## src/rtl/datapath_sequencer.sv

```systemverilog
// datapath_sequencer: fetch/decode/execute controller driving the control word of an 8-register datapath.
// Latency: 2 cycles per instruction (FETCH + EXEC). LD/ST add one cycle for each cycle that mem_ack is withheld.
// Backpressure: the mem_req/mem_ack handshake stalls the sequencer for as long as needed. Nothing else stalls it.
// Ports: clk/reset (async active-low); start leaves IDLE; instr_in is the instruction at pc_out.
//        control_word = {DA,AA,BA,MB,FS,MD,RW}; constant_out feeds the datapath immediate.
//        flag_* are the datapath V/C/N/Z; mem_req/mem_we/mem_ack form the data memory handshake; halted is high in HALT.
module datapath_sequencer #(
    parameter logic [7:0] RESET_PC = 8'h00
) (
    input  logic        clk,
    input  logic        reset,
    input  logic        start,
    input  logic [15:0] instr_in,
    output logic [7:0]  pc_out,
    output logic [15:0] control_word,
    output logic [7:0]  constant_out,
    input  logic        flag_v,
    input  logic        flag_c,
    input  logic        flag_n,
    input  logic        flag_z,
    output logic        mem_req,
    output logic        mem_we,
    input  logic        mem_ack,
    output logic        halted
);

    typedef enum logic [2:0] {
        S_IDLE,
        S_FETCH,
        S_EXEC,
        S_MEM_WAIT,
        S_HALT
    } state_t;

    localparam logic [3:0] OP_ADD = 4'h1, OP_SUB = 4'h2, OP_AND = 4'h3, OP_OR  = 4'h4;
    localparam logic [3:0] OP_XOR = 4'h5, OP_NOT = 4'h6, OP_MOV = 4'h7, OP_ADI = 4'h8;
    localparam logic [3:0] OP_LDI = 4'h9, OP_LD  = 4'hA, OP_ST  = 4'hB, OP_BZ  = 4'hC;
    localparam logic [3:0] OP_BNZ = 4'hD, OP_JMP = 4'hE, OP_HLT = 4'hF;

    localparam logic [3:0] FS_MOVA = 4'b0000, FS_ADD = 4'b0010, FS_SUB = 4'b0101, FS_AND = 4'b1000;
    localparam logic [3:0] FS_OR   = 4'b1001, FS_XOR = 4'b1010, FS_NOT = 4'b1011, FS_MOVB = 4'b1100;

    state_t      state, state_nxt;
    logic [7:0]  pc, pc_nxt;
    logic [15:0] ir, ir_nxt;
    logic [3:0]  flags, flags_nxt;      // {v,c,n,z}

    logic [3:0]  op;
    logic [2:0]  dr, sa, sb;
    logic [7:0]  imm, tgt;

    logic [2:0]  da, aa, ba;
    logic        mb, md, rw;
    logic [3:0]  fs;
    logic        alu_op, mem_phase;

    // V, C and N are latched alongside Z for future conditional branches; only Z is consulted today.
    logic        flags_unused;
    assign flags_unused = ^flags[3:1];

    assign op  = ir[15:12];
    assign dr  = ir[11:9];
    assign sa  = ir[8:6];
    assign sb  = ir[5:3];
    assign imm = {2'b00, ir[5:0]};
    assign tgt = ir[7:0];

    assign pc_out       = pc;
    assign control_word = {da, aa, ba, mb, fs, md, rw};

    always_ff @(posedge clk or negedge reset) begin
        if (!reset) begin
            state <= S_IDLE;
            pc    <= RESET_PC;
            ir    <= '0;
            flags <= '0;
        end else begin
            state <= state_nxt;
            pc    <= pc_nxt;
            ir    <= ir_nxt;
            flags <= flags_nxt;
        end
    end

    always_comb begin
        state_nxt    = state;
        pc_nxt       = pc;
        ir_nxt       = ir;
        flags_nxt    = flags;
        da           = '0;
        aa           = '0;
        ba           = '0;
        mb           = 1'b0;
        fs           = FS_MOVA;
        md           = 1'b0;
        rw           = 1'b0;
        constant_out = '0;
        mem_req      = 1'b0;
        mem_we       = 1'b0;
        halted       = 1'b0;
        alu_op       = 1'b0;
        mem_phase    = 1'b0;

        case (state)
            S_IDLE: begin
                if (start) state_nxt = S_FETCH;
            end
            S_FETCH: begin
                ir_nxt    = instr_in;
                pc_nxt    = pc + 8'd1;
                state_nxt = S_EXEC;
            end
            S_EXEC: begin
                state_nxt = S_FETCH;
                case (op)
                    OP_ADD: begin alu_op = 1'b1; fs = FS_ADD;  end
                    OP_SUB: begin alu_op = 1'b1; fs = FS_SUB;  end
                    OP_AND: begin alu_op = 1'b1; fs = FS_AND;  end
                    OP_OR:  begin alu_op = 1'b1; fs = FS_OR;   end
                    OP_XOR: begin alu_op = 1'b1; fs = FS_XOR;  end
                    OP_NOT: begin alu_op = 1'b1; fs = FS_NOT;  end
                    OP_MOV: begin alu_op = 1'b1; fs = FS_MOVA; end
                    OP_ADI: begin alu_op = 1'b1; fs = FS_ADD;  mb = 1'b1; constant_out = imm; end
                    OP_LDI: begin alu_op = 1'b1; fs = FS_MOVB; mb = 1'b1; constant_out = imm; end
                    OP_LD, OP_ST: mem_phase = 1'b1;
                    // PC already holds the incremented value; a taken branch overrides it.
                    OP_BZ:  if (flags[0])  pc_nxt = tgt;
                    OP_BNZ: if (!flags[0]) pc_nxt = tgt;
                    OP_JMP: pc_nxt = tgt;
                    OP_HLT: state_nxt = S_HALT;
                    default: ;  // NOP
                endcase
            end
            S_MEM_WAIT: mem_phase = 1'b1;
            S_HALT:     halted = 1'b1;
            default:    state_nxt = S_IDLE;
        endcase

        if (alu_op) begin
            da        = dr;
            aa        = sa;
            ba        = sb;
            rw        = 1'b1;
            flags_nxt = {flag_v, flag_c, flag_n, flag_z};
        end

        // The memory word is identical in EXEC and MEM_WAIT, so an ack in EXEC completes with no wait cycle.
        // A load writes the register file only in the cycle that the load data is valid.
        if (mem_phase) begin
            aa      = sa;
            ba      = sb;
            mem_req = 1'b1;
            mem_we  = (op == OP_ST);
            if (op == OP_LD) begin
                da = dr;
                md = 1'b1;
                rw = mem_ack;
            end
            state_nxt = mem_ack ? S_FETCH : S_MEM_WAIT;
        end
    end

endmodule

```

## config.mk

```make
export PLATFORM = sky130hd
export DESIGN_NAME = datapath_sequencer
export DESIGN_NICKNAME = d
export VERILOG_FILES = /design/src/rtl/datapath_sequencer.sv
export SDC_FILE = /design/constraint.sdc
export NUM_CORES = 1
export LEC_CHECK = 0
export CORE_ASPECT_RATIO = 1.5
export CORE_MARGIN = 1
export CORE_UTILIZATION = 30
export CTS_CLUSTER_DIAMETER = 120
export DETAILED_ROUTE_END_ITERATION = 8
export SYNTH_ARGS = -nofsm -noshare
export SYNTH_HDL_FRONTEND = slang
export SYNTH_SLANG_ARGS = --single-unit
```

## constraint.sdc

```tcl
create_clock -name clk -period 2.9 [get_ports clk]
set_input_delay 0.29 -clock clk [delete_from_list [all_inputs] [get_ports clk]]
set_output_delay 0.29 -clock clk [all_outputs]
set_load 0.005 [all_outputs]
```

==> metrics.txt <==
net count reported at finish=277; synthesized cell area=1670 sq um; number of iterations in the first detailed-routing pass=4; number of global-route vias before repair=1468; width of the die=62.93 um; die area=5877 sq um; Final Skew=0.005383 ns; routability congestion estimate from global placement=0.7827; number of register bits inferred by synthesis=28; total gr overflow=0; first-pass GRT wire length=7100 um; Synth Warn #=0; CTS tree=done; HPWL reported at the end of detailed placement=3165 um; ranking of synthesized cells by area=sky130_fd_sc_hd__dfrtp_1, sky130_fd_sc_hd__nand2_1, sky130_fd_sc_hd__and2_1; met2 track utilization from global routing=27.60%; fraction of synthesis flops using an asynchronous set or reset pin=100.0%; num ports=59; clock buffers created by TritonCTS=3; met3 demand-to-capacity share in global routing=1.098%; clock sink count=28; antenna fix cells=0; Worst EP required=2.61 ns; final WL=4340 um; sequential area share after synthesis=41.95%; number of hold violations in the final report=0; cell count of the worst reg-to-reg path=4; Pwr per Cell Area=972.2 nW/um^2; Post CTS Setup Buffer Count=0; Tightest Hold Check Type=in -> async; Post-DRT Antenna Nets=0; R2R Path End=pc_out[1]; DRC marker count from the first detailed-route iteration=51; actual slew at the worst max-slew pin=0.6223 ns; fraction of post-synthesis cell area in the top cell type by area=41.95%; syn avg cell area=8.148 sq um; Clock transition at path regs=0.09 ns; Final Critical Period=2.744 ns; Arrival @ worst endpoint=2.45 ns; maximum vdd ir drop=0.4384 mV; number of antenna violations at the first check in global routing=0; Leakage=0.0009835 uW; number of library cell types mapped by synthesis=40; critical path endpoint category=output port; Relative slew margins=58.51%; total setup violations reported at the end of the flow=0; via count of the routed design=1579; y dimension of the die=93.39 um; MaxCap Viol Count=0; area growth from synthesis to final layout=36.40%; EDFF count, synth=0; number of levels the H-tree was split into=1; total count of max-transition violations in the final report=0; RSZ-0062 raised after global routing=no; share of final-layout standard cells stronger than drive strength 1=6.000%; critical setup path kind=reg -> out; clk root buf=sky130_fd_sc_hd__clkbuf_8; Vias per Instance=4.965; maximum operating frequency=0.3644 GHz; number of port buffers=53; row count=32; commonest register cell after synthesis=sky130_fd_sc_hd__dfrtp_1; TNS Setup=0 ns; buffer levels on the longest clock path=2; total routing resource utilization after global routing=15.34%; post-layout worst setup margin=0.1560 ns; post-synthesis instance total=205; GR met1 Demand/Resource=18.79%; library cell with the largest summed area after synthesis=sky130_fd_sc_hd__dfrtp_1; Reg-to-Reg Start=state[0]; clock latency on the worst-skew pair=0.27 ns; run status=finished clean; DRC=0; largest net degree at the start of global routing=29; most crowded layer after global routing=met2; average detailed-routed wire length per instance=13.65 um; worst slack at placement=0.3793 ns; worst setup slack for register-to-register paths=0.41 ns; CP Launch Type=flop; Initial Utilization=31.85%; area of the core region=5245 sq um; final clock period utilization by the worst path=94.62%; crit-path max FO=13
==> worst max-delay path by stage <==
stage,endpoint,slack (ns),startpoint
2_1_floorplan,pc_out[1],0.86,state[0]
4_1_cts,control_word[0],0.07,ir[13]
6_report,control_word[2],0.16,state[0]
5_1_grt,control_word[2],0.01,state[0]
3_5_place_dp,control_word[0],0.38,ir[13]
3_3_place_gp,control_word[0],0.40,ir[13]
==> repair_timing <==
item | in CTS | in global routing
setup endpoints to repair | 0 | 1
resized for setup | 0 | 3
hold buffers | 0 | 0
==> per-stage QoR <==
stage | hold slack [ns] | util, % | power (uW) | cell area, sq um | cells
floorplan | -0.005591 | - | 1518 | 1674 | 206
global placement | 0.4521 | 42.58 | 2012 | 2233 | 315
detailed placement | 0.4543 | 42.58 | 2025 | 2233 | 315
CTS | 0.4051 | 43.37 | 2238 | 2275 | 318
global route | 0.4322 | 43.44 | 2428 | 2278 | 318
finish | 0.3970 | 43.44 | 2215 | 2278 | 318
==> cells in the final DEF, fill, tap and decap left out, types with 5 or more instances in the layout <==
cell,n
sky130_fd_sc_hd__and2_1,16
sky130_fd_sc_hd__nor2b_1,5
sky130_fd_sc_hd__buf_4,6
sky130_fd_sc_hd__nand2_1,55
sky130_fd_sc_hd__nor3_1,6
sky130_fd_sc_hd__a21oi_1,9
sky130_fd_sc_hd__dfrtp_1,25
sky130_fd_sc_hd__nor2_1,10
sky130_fd_sc_hd__o21ai_0,11
sky130_fd_sc_hd__clkdlybuf4s50_1,53
==> logic make-up after synthesis <==
kind of cell	after synthesis	share of synthesized area, %
DFF	28	41.95
xor gates and xnor gates	1	0.5244
muxes	4	2.771
adders and majority gates	1	0.7489
other	1	0.2245
AOI/OAI and AO/OA	36	13.33
buffers and inverters	22	6.966
and+or+nand+nor	112	33.48
==> cell type report <==
type | instances | area, sq um
Fill cell | 545 | 2967
Sequential cell | 28 | 704.4
Timing Repair Buffer | 59 | 575.6
Clock buffer | 3 | 41.29
Multi-Input combinational cell | 156 | 857.1
Tap cell | 68 | 85.08
Inverter | 4 | 15.01
==> where the power goes <==
part | total [uW] | switching, uW | leakage, uW | internal, uW
combinational | 1160 | 550 | 0.000619 | 605
sequential | 855 | 272 | 0.000343 | 583
clock | 205 | 111 | 0.0000216 | 93.1
==> cells in the mapped netlist, types with 2 or more instances <==
cell                       instances
sky130_fd_sc_hd__nor3_1            6
sky130_fd_sc_hd__a22oi_1           4
sky130_fd_sc_hd__dfrtp_1          28
sky130_fd_sc_hd__nand2b_1          2
sky130_fd_sc_hd__clkbuf_1         11
sky130_fd_sc_hd__nand4_1           2
sky130_fd_sc_hd__or4_1             2
sky130_fd_sc_hd__mux2i_1           2
sky130_fd_sc_hd__nand3_1           2
sky130_fd_sc_hd__nor2_1           10
sky130_fd_sc_hd__buf_6             2
sky130_fd_sc_hd__buf_4             5
sky130_fd_sc_hd__nand2_1          55
sky130_fd_sc_hd__o22ai_1           3
sky130_fd_sc_hd__nor2b_1           5
sky130_fd_sc_hd__inv_1             4
sky130_fd_sc_hd__a21oi_1           9
sky130_fd_sc_hd__o21ai_0          11
sky130_fd_sc_hd__and2_1           16
sky130_fd_sc_hd__nor4_1            3
sky130_fd_sc_hd__and4_1            2
sky130_fd_sc_hd__nand3b_1          3
==> state kept, by name, summed over array words and instances, names as in the netlist <==
name,flops
flags,1
pc_out,8
state,3
ir,16
==> critical path, stage by stage, from the launching register on <==
cell and delay, ns:
sky130_fd_sc_hd__dfrtp_1 0.47, sky130_fd_sc_hd__or3b_1 0.61, sky130_fd_sc_hd__buf_4 0.26, sky130_fd_sc_hd__nor4_1 0.29, sky130_fd_sc_hd__clkdlybuf4s50_1 0.56
==> layer usage <==
metal	vias up	wire, um	part of all wire, %
met2	31	2301	53
met4	0	47	1.1
met3	2	107	2.5
met1	763	1884	43
met5	-	0	0
li1	783	-	-
Power figures use the tool's default switching activity.
